`config.mk`:
```
export PLATFORM = sky130hd
export DESIGN_NAME = simmem_raddr_arbiter
export DESIGN_NICKNAME = d
export VERILOG_FILES = /design/src/rtl/simmem_raddr_arbiter.sv
export SDC_FILE = /design/constraint.sdc
export NUM_CORES = 1
export LEC_CHECK = 0
export CORE_AREA = 8 8 141 143
export DETAILED_ROUTE_END_ITERATION = 12
export DIE_AREA = 0 0 149 151
export DONT_BUFFER_PORTS = 1
export GPL_TIMING_DRIVEN = 0
export SYNTH_ARGS = -nofsm -noshare
export SYNTH_HDL_FRONTEND = slang
export SYNTH_SLANG_ARGS = --single-unit
```
`constraint.sdc`:
```
create_clock -name clk_i -period 6.1 [get_ports clk_i]
set_input_delay 0.915 -clock clk_i [delete_from_list [all_inputs] [get_ports clk_i]]
set_output_delay 0.915 -clock clk_i [all_outputs]
set_load 0.02 [all_outputs]
```
`src/rtl/simmem_raddr_arbiter.sv`:
```
// ---------------------------------------------------------------------------
// simmem_raddr_arbiter
//
// Round-robin arbiter that shares the read-address channel of the simulated
// memory controller between NumReq requesters. The winner's index is
// prepended to its local AXI ID so that returning read data can be routed
// and accounted per requester. Each requester has an outstanding-burst
// counter. The counter goes up when a request is accepted and goes down when
// the controller reports that the last beat of a burst has been handshaked.
// A requester whose counter has reached MaxOutstanding is not granted.
//
// Ports:
//   clk_i            clock
//   rst_i            asynchronous, active-high reset
//   req_valid_i      per-requester address valid                 [NumReq]
//   req_ready_o      per-requester address ready, one-hot or 0   [NumReq]
//   req_payload_i    packed payloads, requester k at [k*PayloadW +: PayloadW]
//   req_id_i         packed local IDs, requester k at [k*LocalIdW +: LocalIdW]
//   raddr_valid_o    downstream valid (output register full)
//   raddr_ready_i    downstream ready
//   raddr_payload_o  registered payload
//   raddr_id_o       registered {requester index, local ID}
//   done_valid_i     pulse: a burst completed at the controller output
//   done_id_i        ID of the completed burst, top ReqIdxW bits = requester
//   outstanding_o    packed per-requester outstanding counts     [NumReq*CntW]
//   err_o            sticky error: done underflow or done index out of range
// ---------------------------------------------------------------------------
module simmem_raddr_arbiter #(
  parameter int NumReq         = 4,
  parameter int PayloadW       = 64,
  parameter int LocalIdW       = 4,
  parameter int MaxOutstanding = 8,
  localparam int ReqIdxW       = $clog2(NumReq),
  localparam int OutIdW        = LocalIdW + ReqIdxW,
  localparam int CntW          = $clog2(MaxOutstanding + 1)
) (
  input  logic                         clk_i,
  input  logic                         rst_i,
  input  logic [NumReq-1:0]            req_valid_i,
  output logic [NumReq-1:0]            req_ready_o,
  input  logic [NumReq*PayloadW-1:0]   req_payload_i,
  input  logic [NumReq*LocalIdW-1:0]   req_id_i,
  output logic                         raddr_valid_o,
  input  logic                         raddr_ready_i,
  output logic [PayloadW-1:0]          raddr_payload_o,
  output logic [OutIdW-1:0]            raddr_id_o,
  input  logic                         done_valid_i,
  input  logic [OutIdW-1:0]            done_id_i,
  output logic [NumReq*CntW-1:0]       outstanding_o,
  output logic                         err_o
);

  typedef enum logic {
    EMPTY = 1'b0,
    FULL  = 1'b1
  } state_e;

  localparam logic [CntW-1:0]    MaxCnt     = CntW'(MaxOutstanding);
  localparam logic [ReqIdxW:0]   NumReqExt  = (ReqIdxW + 1)'(NumReq);
  localparam logic [ReqIdxW-1:0] PtrRstVal  = ReqIdxW'(NumReq - 1);

  // Register state and next-state values
  state_e                state_q, state_d;
  logic [ReqIdxW-1:0]    ptr_q, ptr_d;
  logic [PayloadW-1:0]   payload_q, payload_d;
  logic [OutIdW-1:0]     id_q, id_d;
  logic [CntW-1:0]       cnt_q [NumReq];
  logic [CntW-1:0]       cnt_d [NumReq];
  logic                  err_q, err_d;

  // Arbitration signals
  logic [NumReq-1:0]     eligible;
  logic                  grant_valid;
  logic [ReqIdxW-1:0]    grant_idx;
  logic                  accept_win;
  logic                  accept;

  // Completion decode
  logic [ReqIdxW-1:0]    done_idx;
  logic                  done_idx_ok;
  logic [NumReq-1:0]     inc_vec;
  logic [NumReq-1:0]     dec_vec;
  logic                  done_local_unused;

  // Candidate index at offset 'off' (1..NumReq) after the pointer, modulo NumReq.
  function automatic logic [ReqIdxW-1:0] rr_idx(input logic [ReqIdxW-1:0] p,
                                                input int off);
    int s;
    s = int'(p) + off;
    if (s >= NumReq) s = s - NumReq;
    return ReqIdxW'(s);
  endfunction

  // -------------------------------------------------------------------------
  // Eligibility and round-robin search
  // -------------------------------------------------------------------------
  always_comb begin
    for (int k = 0; k < NumReq; k++) begin
      eligible[k] = req_valid_i[k] && (cnt_q[k] < MaxCnt);
    end
  end

  // NOTE: every output of a combinational block gets a default before any
  // branch; a path that leaves one unassigned would infer a latch.
  always_comb begin
    grant_valid = 1'b0;
    grant_idx   = '0;
    // The search starts just after the last winner, so the last winner
    // has the lowest priority.
    for (int i = 1; i <= NumReq; i++) begin
      if (!grant_valid && eligible[rr_idx(ptr_q, i)]) begin
        grant_valid = 1'b1;
        grant_idx   = rr_idx(ptr_q, i);
      end
    end
  end

  // The output register can take a new request when it is empty. It can
  // also take one when it is draining this cycle, which sustains one
  // request per cycle.
  assign accept_win = (state_q == EMPTY) || raddr_ready_i;
  assign accept     = accept_win && grant_valid && !rst_i;

  always_comb begin
    req_ready_o = '0;
    if (accept) req_ready_o[grant_idx] = 1'b1;
  end

  // -------------------------------------------------------------------------
  // Output-register FSM: next state and data
  // -------------------------------------------------------------------------
  always_comb begin
    state_d   = state_q;
    ptr_d     = ptr_q;
    payload_d = payload_q;
    id_d      = id_q;
    if (accept) begin
      state_d   = FULL;
      ptr_d     = grant_idx;
      payload_d = req_payload_i[grant_idx*PayloadW +: PayloadW];
      id_d      = {grant_idx, req_id_i[grant_idx*LocalIdW +: LocalIdW]};
    end else if (state_q == FULL && raddr_ready_i) begin
      state_d = EMPTY;
    end
    // FULL without ready keeps payload and ID stable while valid is high.
  end

  // -------------------------------------------------------------------------
  // Outstanding counters and error flag
  // -------------------------------------------------------------------------
  assign done_idx          = done_id_i[OutIdW-1 -: ReqIdxW];
  // The index can only be out of range when NumReq is not a power of two.
  assign done_idx_ok       = {1'b0, done_idx} < NumReqExt;
  // The local ID bits of a completion are not needed for accounting.
  assign done_local_unused = ^done_id_i[LocalIdW-1:0];

  always_comb begin
    for (int k = 0; k < NumReq; k++) begin
      inc_vec[k] = accept && (grant_idx == ReqIdxW'(k));
      dec_vec[k] = done_valid_i && done_idx_ok && (done_idx == ReqIdxW'(k));
    end
  end

  always_comb begin
    err_d = err_q;
    if (done_valid_i && !done_idx_ok) err_d = 1'b1;
    for (int k = 0; k < NumReq; k++) begin
      cnt_d[k] = cnt_q[k];
      if (inc_vec[k] && !dec_vec[k]) begin
        cnt_d[k] = cnt_q[k] + CntW'(1);
      end else if (dec_vec[k] && !inc_vec[k]) begin
        if (cnt_q[k] == '0) err_d = 1'b1;      // underflow: count holds at 0
        else                cnt_d[k] = cnt_q[k] - CntW'(1);
      end
      // An increment and a decrement in the same cycle cancel each other.
    end
  end

  // -------------------------------------------------------------------------
  // State registers
  // -------------------------------------------------------------------------
  // NOTE: sequential state uses non-blocking assignments only, so every
  // register samples the pre-edge values regardless of statement order.
  always_ff @(posedge clk_i or posedge rst_i) begin
    if (rst_i) begin
      state_q   <= EMPTY;
      ptr_q     <= PtrRstVal;
      payload_q <= '0;
      id_q      <= '0;
      err_q     <= 1'b0;
      // NOTE: the counter array is a handful of flops, not a RAM. Resetting
      // it is cheap and required, because a reset drops all in-flight bursts.
      for (int k = 0; k < NumReq; k++) cnt_q[k] <= '0;
    end else begin
      state_q   <= state_d;
      ptr_q     <= ptr_d;
      payload_q <= payload_d;
      id_q      <= id_d;
      err_q     <= err_d;
      for (int k = 0; k < NumReq; k++) cnt_q[k] <= cnt_d[k];
    end
  end

  // -------------------------------------------------------------------------
  // Outputs
  // -------------------------------------------------------------------------
  assign raddr_valid_o   = (state_q == FULL);
  assign raddr_payload_o = payload_q;
  assign raddr_id_o      = id_q;
  assign err_o           = err_q;

  always_comb begin
    for (int k = 0; k < NumReq; k++) begin
      outstanding_o[k*CntW +: CntW] = cnt_q[k];
    end
  end

endmodule

```
==> results_dict.tcl <==
set metrics [dict create \
    outcome "finished clean" \
    post_cts_buffers 0 \
    drtIter0Drc 348 \
    die_y_um 151 \
    ff_latch_area_um2 2250 \
    period_share_pct 69.4 \
    worstPathCellList "or3b_1, o211ai_2, nand2_1, buf_2, clkbuf_1, nor3_1, ha_1, inv_1, ha_1, a21o_1, a21oi_1, xnor2_1, nor2_1, xor2_1" \
    cts_max_level 3 \
    yosys.area_share.xor_xnor_pct 1.70 \
    track_usage_pct 23.1 \
    drive_gt1_share_pct 7.62 \
    clk_pin_slew_ns 0.07 \
    die_area_um2 22500 \
    core_um2 17700 \
    hold_ws_ns 0.420 \
    dp_hpwl_mm 21.3 \
    num_vias 5873 \
    cts_resized 0 \
    grt_pass1_wl_mm 39.0 \
    rows 49 \
    worst_hold_path_type "input port to asynchronous set/reset pin" \
    io_buffers 0 \
    crit_arrival_ns 4.46 \
    gp_congestion 0.842 \
    finalWirelength_mm 27.2 \
    synth_top_family_by_area "compound AO/OA/AOI/OAI gates" \
    finalMaxSlewViolations 0 \
    cpPeakStageDelay_ns 0.86 \
    critPathSlowestCell "nor3_1" \
    max_freq_ghz 0.236 \
    drtAntennaViolNets 0 \
    cts.sinks 90 \
    drcViolationCount 0 \
    overflow 0 \
    clock_skew_ns 0.00815 \
    max_cap_viol_count 0 \
    synth-seq-cells 90 \
    yosys.area_share.adder_pct 4.55 \
    worstPathRequired_ns 6.32 \
    start_kind "flip-flop" \
    power_density_nw_per_um2 652 \
    vdd_ir_drop_max_mv 0.246 \
    ys_types 43 \
    slew_headroom_pct 35.0 \
    synth-warning-count 0 \
    ys_seq_area_share_pct 36.6 \
    final.fill_count 1843 \
    first_global_vias 6086 \
    multi_input_area_um2 3530 \
    avgSynthCellArea_um2 8.74 \
    wire_per_inst_um 28.5 \
    worst-path-max-fanout 10 \
    synth_edf_count 0 \
    clk_latency_ns 0.35 \
    synth-main-ff-cell "dfrtp_1" \
    via_per_inst 6.16 \
    p_leak_nw 3.10 \
    hold_violations 0 \
    synth-simple-area-share_pct 22.2 \
    syn_inst 705 \
    dr.pass1.iters 5 \
    cp_common_cell "ha_1" \
    antenna_found_initial 6 \
    synth.cell_area_um2 6160 \
    cts_buffer_depth 2 \
    grt_max_degree 66 \
    fin_tns_setup_ns 0 \
    setup_viol 0 \
    end_kind "flip-flop" \
    die_x_um 149 \
    finalCriticalPeriod_ns 4.24 \
    crit_buf_inv 3 \
    crit_family "simple AND/OR/NAND/NOR gates" \
    start_util_pct 34.9 \
    areaGrowthSynthToFinish_pct 10.9 \
    synthMuxAreaShare_pct 0.731 \
    hold_buffers 0 \
    rsz0062_at_grt "false" \
    synth_compound_area_share_pct 28.1 \
    num_io_pins 378 \
    async_reset_ff_share_pct 100 \
    cts_tree "yes" \
    nets 1023 \
    root_buffer "clkbuf_16" \
    worstMarginPinSlew_ns 0.968 \
    syn-num-nets 1011 \
    crit_type "flip-flop to flip-flop" \
    numCtsBuffers 9 \
]
power breakdown:
| part | switching [mW] | internal [mW] | leakage [nW] |
|---|---|---|---|
| combinational | 1.42 | 0.808 | 1.83 |
| clock | 0.266 | 0.405 | 0.171 |
| sequential | 0.666 | 0.891 | 1.10 |
area by class of cell:
| cell class | count | area share [%] |
|---|---|---|
| diodes | 3 | 0.110 |
| plain buffers | 76 | 4.63 |
| clock buffers | 9 | 3.29 |
| clock inverters | 7 | 1.78 |
| inverters | 16 | 0.915 |
| multi-input cells | 523 | 51.7 |
| flip-flops and latches | 90 | 33.0 |
| well taps | 229 | 4.19 |
| repair buffers | 1 | 0.403 |
layer usage:
| layer | vias to the layer above | routed length [um] | global-route usage [%] |
|---|---|---|---|
| li1 | 2699 | - | - |
| met1 | 2786 | 9970 | 26.0 |
| met2 | 348 | 13600 | 40.2 |
| met3 | 34 | 3070 | 8.31 |
| met4 | 6 | 556 | 7.12 |
| met5 | - | 36 | 0 |
synthesized netlist by cell type (2+ instances only):
| master | number | area share, % |
|---|---|---|
| nand2_1 | 80 | 4.9 |
| ha_1 | 16 | 3.2 |
| nor2_1 | 10 | 0.61 |
| inv_1 | 15 | 0.91 |
| o31ai_1 | 68 | 8.3 |
| buf_2 | 16 | 1.3 |
| nand3_1 | 2 | 0.16 |
| dfstp_2 | 2 | 0.85 |
| nand2b_1 | 4 | 0.41 |
| fa_1 | 4 | 1.3 |
| buf_1 | 3 | 0.18 |
| mux2_2 | 4 | 0.73 |
| a21o_1 | 6 | 0.73 |
| clkbuf_1 | 53 | 3.2 |
| nor2b_1 | 4 | 0.41 |
| o21ai_0 | 8 | 0.65 |
| clkbuf_2 | 3 | 0.24 |
| or2_2 | 5 | 0.51 |
| xor2_1 | 4 | 0.57 |
| a211oi_1 | 136 | 17 |
| and3_1 | 136 | 14 |
| a21oi_1 | 7 | 0.57 |
| dfrtp_1 | 88 | 36 |
| or4_1 | 4 | 0.49 |
| xnor2_1 | 8 | 1.1 |
| nor3_1 | 2 | 0.16 |
kinds of logic after synthesis:
| kind of cell | after synthesis |
|---|---|
| simple gates | 253 |
| compound gates | 234 |
| buf+inv | 92 |
| flops | 90 |
| fa+ha+maj | 20 |
| xor+xnor | 12 |
| mux | 4 |
per-stage QoR:
| stage | setup WS [ns] | utilization, % | power [mW] | area (um2) | std cells |
|---|---|---|---|---|---|
| final | 1.86 | 38.7 | 4.46 | 6840 | 954 |
| after global routing | 1.58 | 38.7 | 4.80 | 6830 | 953 |
| after CTS | 1.84 | 38.7 | 4.50 | 6830 | 951 |
| after detailed placement | 1.48 | 36.7 | 3.82 | 6480 | 935 |
| after global placement | -1.13 | 36.5 | 3.78 | 6450 | 934 |
| after floorplan | 0.588 | - | 3.05 | 6160 | 705 |
final timing paths:
check | startpoint | endpoint | cells after the start | slack (ns)
max in group asynchronous | rst_i | ptr_q[0] | 2 | 4.97
max | outstanding_o[15] | outstanding_o[15] | 14 | 1.86
max reg2reg | outstanding_o[15] | outstanding_o[15] | 14 | 1.86
min reg2reg | ptr_q[0] | ptr_q[0] | 2 | 0.53
min | rst_i | raddr_payload_o[26] | 1 | 0.42
min in group clk_i | ptr_q[0] | ptr_q[0] | 2 | 0.53
sequential cells by signal, summed over array words and instances (netlist names):
name	count
err_o	1
outstanding_o	16
ptr_q	2
raddr_id_o	6
raddr_payload_o	64
raddr_valid_o	1
layout by cell type (no fill, tap or decap), types with 5 or more instances in the layout:
cell type  instances
and3_1           136
inv_1             14
buf_2             16
o31ai_1           68
a211oi_1         136
nand2_1           80
clkbuf_1          53
nor2_1            10
clkbuf_16          9
or2_2              5
xnor2_1            8
a21o_1             6
dfrtp_1           88
a21oi_1            7
ha_1              16
o21ai_0            8
Note: power is estimated with default switching activity, not from simulation.
